==> config.mk <==
export PLATFORM = sky130hd
export DESIGN_NAME = caesar_clk_gate_ctrl
export DESIGN_NICKNAME = d
export VERILOG_FILES = /design/src/rtl/caesar_clk_gate_ctrl.sv
export SDC_FILE = /design/constraint.sdc
export NUM_CORES = 1
export LEC_CHECK = 0
export CORE_MARGIN = 2
export CORE_UTILIZATION = 40
export DETAILED_ROUTE_END_ITERATION = 12
export PLACE_DENSITY = 0.63
export SYNTH_ARGS = -nofsm -noshare
export SYNTH_HDL_FRONTEND = slang
export SYNTH_SLANG_ARGS = --single-unit
export TNS_END_PERCENT = 30
==> constraint.sdc <==
create_clock -name clk_i -period 3.3 [get_ports clk_i]
set_input_delay 0.495 -clock clk_i [delete_from_list [all_inputs] [get_ports clk_i]]
set_output_delay 0.495 -clock clk_i [all_outputs]
set_load 0.005 [all_outputs]
==> src/rtl/caesar_clk_gate_ctrl.sv <==
// caesar_clk_gate_ctrl
//
// Drives the enable of the Caesar clock-gating cell from the always-on
// domain. The Caesar clock is gated after IDLE_CYCLES consecutive idle
// cycles. It is woken by a bus request, by Caesar busy, or by a software
// override. A bus request is granted only once the clock has run for
// WAKE_CYCLES cycles. The block also counts gated cycles and wake events.
//
// Ports:
//   clk_i           free-running (ungated) clock
//   rst_i           asynchronous, active-high reset
//   sw_gate_en_i    1 = automatic gating allowed, 0 = clock kept on
//   sw_force_en_i   1 = force clock on
//   req_i           bus request targeting Caesar, held until gnt_o
//   busy_i          Caesar internal activity
//   gnt_o           grant, combinational, only in ACTIVE
//   clk_en_o        registered enable to the clock-gate cell
//   state_o         0=GATED, 1=WAKE, 2=ACTIVE
//   clr_stats_i     synchronous clear of the statistics counters
//   gated_cycles_o  saturating count of cycles spent in GATED
//   wake_events_o   saturating count of exits from GATED
module caesar_clk_gate_ctrl #(
   parameter int IDLE_CYCLES = 16,
   parameter int WAKE_CYCLES = 2,
   parameter int CNT_W = $clog2(((IDLE_CYCLES > WAKE_CYCLES) ? IDLE_CYCLES : WAKE_CYCLES) + 1)
) (
   input  logic        clk_i,
   input  logic        rst_i,
   input  logic        sw_gate_en_i,
   input  logic        sw_force_en_i,
   input  logic        req_i,
   input  logic        busy_i,
   output logic        gnt_o,
   output logic        clk_en_o,
   output logic [1:0]  state_o,
   input  logic        clr_stats_i,
   output logic [31:0] gated_cycles_o,
   output logic [15:0] wake_events_o
);

   localparam logic [1:0] ST_GATED  = 2'd0;
   localparam logic [1:0] ST_WAKE   = 2'd1;
   localparam logic [1:0] ST_ACTIVE = 2'd2;

   localparam logic [CNT_W-1:0] IDLE_LAST = CNT_W'(IDLE_CYCLES - 1);
   localparam logic [CNT_W-1:0] WAKE_LOAD = (WAKE_CYCLES > 0) ? CNT_W'(WAKE_CYCLES - 1) : '0;

   logic [1:0]       state_q, state_d;
   logic [CNT_W-1:0] cnt_q, cnt_d;
   logic             clk_en_q, clk_en_d;
   logic [31:0]      gated_cycles_q, gated_cycles_d;
   logic [15:0]      wake_events_q, wake_events_d;
   logic             wake;

   assign wake = req_i | busy_i | sw_force_en_i | ~sw_gate_en_i;

   // The single counter counts down the settle time in WAKE and counts
   // up the consecutive idle cycles in ACTIVE.
   always_comb begin
      state_d = state_q;
      cnt_d   = cnt_q;
      case (state_q)
         ST_GATED: begin
            if (wake) begin
               if (WAKE_CYCLES > 0) begin
                  state_d = ST_WAKE;
                  cnt_d   = WAKE_LOAD;
               end else begin
                  state_d = ST_ACTIVE;
                  cnt_d   = '0;
               end
            end
         end
         ST_WAKE: begin
            // A wake cause that goes away here does not abort the wake.
            if (cnt_q == '0) begin
               state_d = ST_ACTIVE;
               cnt_d   = '0;
            end else begin
               cnt_d = cnt_q - CNT_W'(1);
            end
         end
         ST_ACTIVE: begin
            if (wake) begin
               cnt_d = '0;
            end else if (cnt_q == IDLE_LAST) begin
               state_d = ST_GATED;
               cnt_d   = '0;
            end else begin
               cnt_d = cnt_q + CNT_W'(1);
            end
         end
         default: begin
            state_d = ST_GATED;
            cnt_d   = '0;
         end
      endcase
   end

   // Registering the enable from the next state keeps it glitch-free and
   // aligned with the state register.
   assign clk_en_d = (state_d != ST_GATED);

   always_comb begin
      gated_cycles_d = gated_cycles_q;
      wake_events_d  = wake_events_q;
      if (clr_stats_i) begin
         gated_cycles_d = '0;
         wake_events_d  = '0;
      end else begin
         if ((state_q == ST_GATED) && (gated_cycles_q != 32'hFFFF_FFFF)) begin
            gated_cycles_d = gated_cycles_q + 32'd1;
         end
         if ((state_q == ST_GATED) && (state_d != ST_GATED) && (wake_events_q != 16'hFFFF)) begin
            wake_events_d = wake_events_q + 16'd1;
         end
      end
   end

   always_ff @(posedge clk_i or posedge rst_i) begin
      if (rst_i) begin
         state_q        <= ST_GATED;
         cnt_q          <= '0;
         clk_en_q       <= 1'b0;
         gated_cycles_q <= '0;
         wake_events_q  <= '0;
      end else begin
         state_q        <= state_d;
         cnt_q          <= cnt_d;
         clk_en_q       <= clk_en_d;
         gated_cycles_q <= gated_cycles_d;
         wake_events_q  <= wake_events_d;
      end
   end

   assign gnt_o          = (state_q == ST_ACTIVE) & req_i;
   assign clk_en_o       = clk_en_q;
   assign state_o        = state_q;
   assign gated_cycles_o = gated_cycles_q;
   assign wake_events_o  = wake_events_q;

endmodule

==> impl_metrics.toml <==
[critical_path]
path_common_cell = "or3_1"
end_kind = "flip-flop"
cp.arrival_ns = 2.77
path_max_fanout = 11
critPathKind = "reg2reg"
path_cells = "or2_1 > or4_1 > or3_1 > or3_1 > a21oi_1"
crit_path_start_kind = "flip-flop"
path_buf_inv = 0
cp_slowest_cell = "or4_1"
crit_family = "simple AND/OR/NAND/NOR gates"
required_ns = 3.53
slowest_delay_ns = 0.74

[sta]
finalSetupViolCount = 0
layout_setup_ws_ns = 0.760
fin_crit_ns = 2.54
clock_skew_ns = 0.00676
tightest_slew_ns = 0.671
post-route-period-util = 0.770
worst_slew_margin_rel = 0.553
holdWs_ns = 0.590
fmax_mhz = 394
rsz0062_at_grt = "false"
hold_violations = 0
drv_slew = 0
tns_ns = 0

[route]
drt_pass1_iterations = 4
ant_nets = 0
drt_iter0_markers = 160
via_count = 2848
drt-total-wl_mm = 7.53
drc_errors = 0
vias_per_cell = 5.55
routedWlPerCell_um = 14.7

[power_and_ir_drop]
peakVddDrop_v = 0.000165
p_seq_frac = 0.510
clkPwrFrac = 0.242
p_int_uw = 1100
p_switching_uw = 497
p_comb_frac = 0.248
p_sw_frac = 0.311
power.leakage_uw = 0.00148
p_per_area_mw_per_mm2 = 403

[cts]
cts_hold_buf = 0
cts_setup_buffers = 0
clkTransAtPathRegs_ns = 0.10
cts_root_buf = "clkbuf_8"
clk_path_buf_depth = 2
numCtsBuffers = 5
cts.sinks = 56
htreeDepth = 2
cts.repair.resized = 0
cts_tree = "done"
insertion_delay_ns = 0.30

[finish]
nNetsFinal = 422
diodes = 0
final_cell_mix = "clkdlybuf4s50_1, dfrtp_1, nor2_1"
final_cells = 513
area_growth_pct = 24.1
fill_cells = 727
drive_above_1_share = 0.0633
layout_commonest_cell = "clkdlybuf4s50_1"
stdcell_area_mm2 = 0.00397

[global_route]
grt_pass1_vias = 2618
grt_antenna_before_repair = 0
grt_max_degree = 38
grt_overflow = 0
grt_first_pass_wirelength_mm = 12.6
grtUsageTotal = 0.179

[floorplan]
num_io_pins = 59
die_h_um = 93.4
coreArea_mm2 = 0.00773
rows = 32
start_util = 0.413
die_w_um = 93.4
dieArea_mm2 = 0.00872

[yosys]
ys.flop_type = "dfrtp_1"
synth_area_mm2 = 0.00319
syn_inst = 356
ys_types = 46
syn_area_per_cell_um2 = 8.97
seq_area_frac_synth = 0.439
async_flop_share = 1.00
synth_edf_count = 0
synth_fp_nets = 368
ys_seq_elements = 56
synth_warnings = 0

[outcome]
status = "completed"

[place]
io_buffers = 58
gp_congestion = 0.805
dpl.hpwl_mm = 5.36
pre_cts_ws_ns = 0.729
place_area_mm2 = 0.00387
dpl.cell_count = 505

[worst_hold_path]
hold_class = "in2async"

[job]
max-cap-violations = 0
## flip-flops by register name, summed over array words and instances (netlist names)
signal / cells
gated_cycles_o: 32
clk_en_o: 1
cnt_q: 5
state_o: 2
wake_events_o: 16
## power groups by stage
stage | clock network (uW) | registers, uW | logic [uW]
finish | 387 | 814 | 397
CTS | 410 | 815 | 401
floorplan | 0 | 803 | 292
detailed placement | 0 | 829 | 399
global route | 434 | 827 | 449
global placement | 0 | 827 | 397
## synthesized netlist by cell type (all sizes together) (2+ instances only)
| cell | count | share of area |
|---|---|---|
| xnor2 | 14 | 0.038 |
| mux2 | 5 | 0.018 |
| buf | 4 | 0.0098 |
| nand2b | 3 | 0.0059 |
| nor2 | 39 | 0.046 |
| a211oi | 5 | 0.012 |
| o31ai | 7 | 0.016 |
| or4 | 10 | 0.024 |
| or2 | 3 | 0.0059 |
| o21ai | 24 | 0.038 |
| a21oi | 20 | 0.031 |
| clkbuf | 13 | 0.015 |
| mux2i | 3 | 0.0094 |
| and4 | 6 | 0.016 |
| nand4 | 13 | 0.025 |
| nor4 | 7 | 0.016 |
| xor2 | 6 | 0.016 |
| nand3 | 19 | 0.030 |
| or3 | 12 | 0.024 |
| nor2b | 8 | 0.016 |
| and4bb | 2 | 0.0078 |
| nand2 | 28 | 0.033 |
| dfrtp | 56 | 0.44 |
| nor3 | 7 | 0.011 |
| and3 | 4 | 0.0078 |
| a311oi | 2 | 0.0055 |
| and2 | 2 | 0.0039 |
| inv | 10 | 0.012 |
| a32oi | 2 | 0.0055 |
| nor4b | 5 | 0.014 |
| o32ai | 2 | 0.0055 |
| ha | 5 | 0.020 |
## logic make-up (layout without fill, tap and decap cells)
family,after synthesis,after routing,synth area share
mux,8,8,0.0270
compound gates,67,67,0.125
xor+xnor,20,20,0.0548
fa+ha+maj,5,5,0.0196
simple gates,173,173,0.298
flops,56,56,0.439
buf+inv,27,82,0.0368
## per-layer routing
| layer | wire length, um | global-route usage | part of all wire | up-vias |
|---|---|---|---|---|
| met5 | 0 | 0 | 0 | - |
| met4 | 71 | 0.0478 | 0.0094 | 0 |
| met3 | 201 | 0.0193 | 0.027 | 5 |
| met2 | 3480 | 0.279 | 0.46 | 45 |
| met1 | 3780 | 0.263 | 0.50 | 1386 |
| li1 | - | - | - | 1412 |
## worst paths after layout
path	slack, ns	to	from	cells after the start
max	0.76	gated_cycles_o[21]	state_o[1]	5
min reg2reg	0.59	wake_events_o[4]	wake_events_o[4]	2
min in group clk_i	0.59	wake_events_o[4]	wake_events_o[4]	2
max in group asynchronous	2.13	gated_cycles_o[22]	rst_i	3
max reg2reg	0.76	gated_cycles_o[21]	state_o[1]	5
min	0.59	gated_cycles_o[31]	rst_i	2
## layout make-up
type | instances | area, um2 | area share
inverter | 10 | 37.5 | 0.00947
timing repair buffer | 64 | 633 | 0.160
multi-input combinational | 273 | 1680 | 0.423
clock buffer | 8 | 90.1 | 0.0227
tap | 102 | 128 | 0.0322
sequential | 56 | 1400 | 0.353
## stage by stage
stage / util / power (uW)
floorplan: - / 1100
global placement: 0.501 / 1220
detailed placement: 0.501 / 1230
CTS: 0.513 / 1630
global route: 0.513 / 1710
finish: 0.513 / 1600
(Power assumes the default switching activity.)
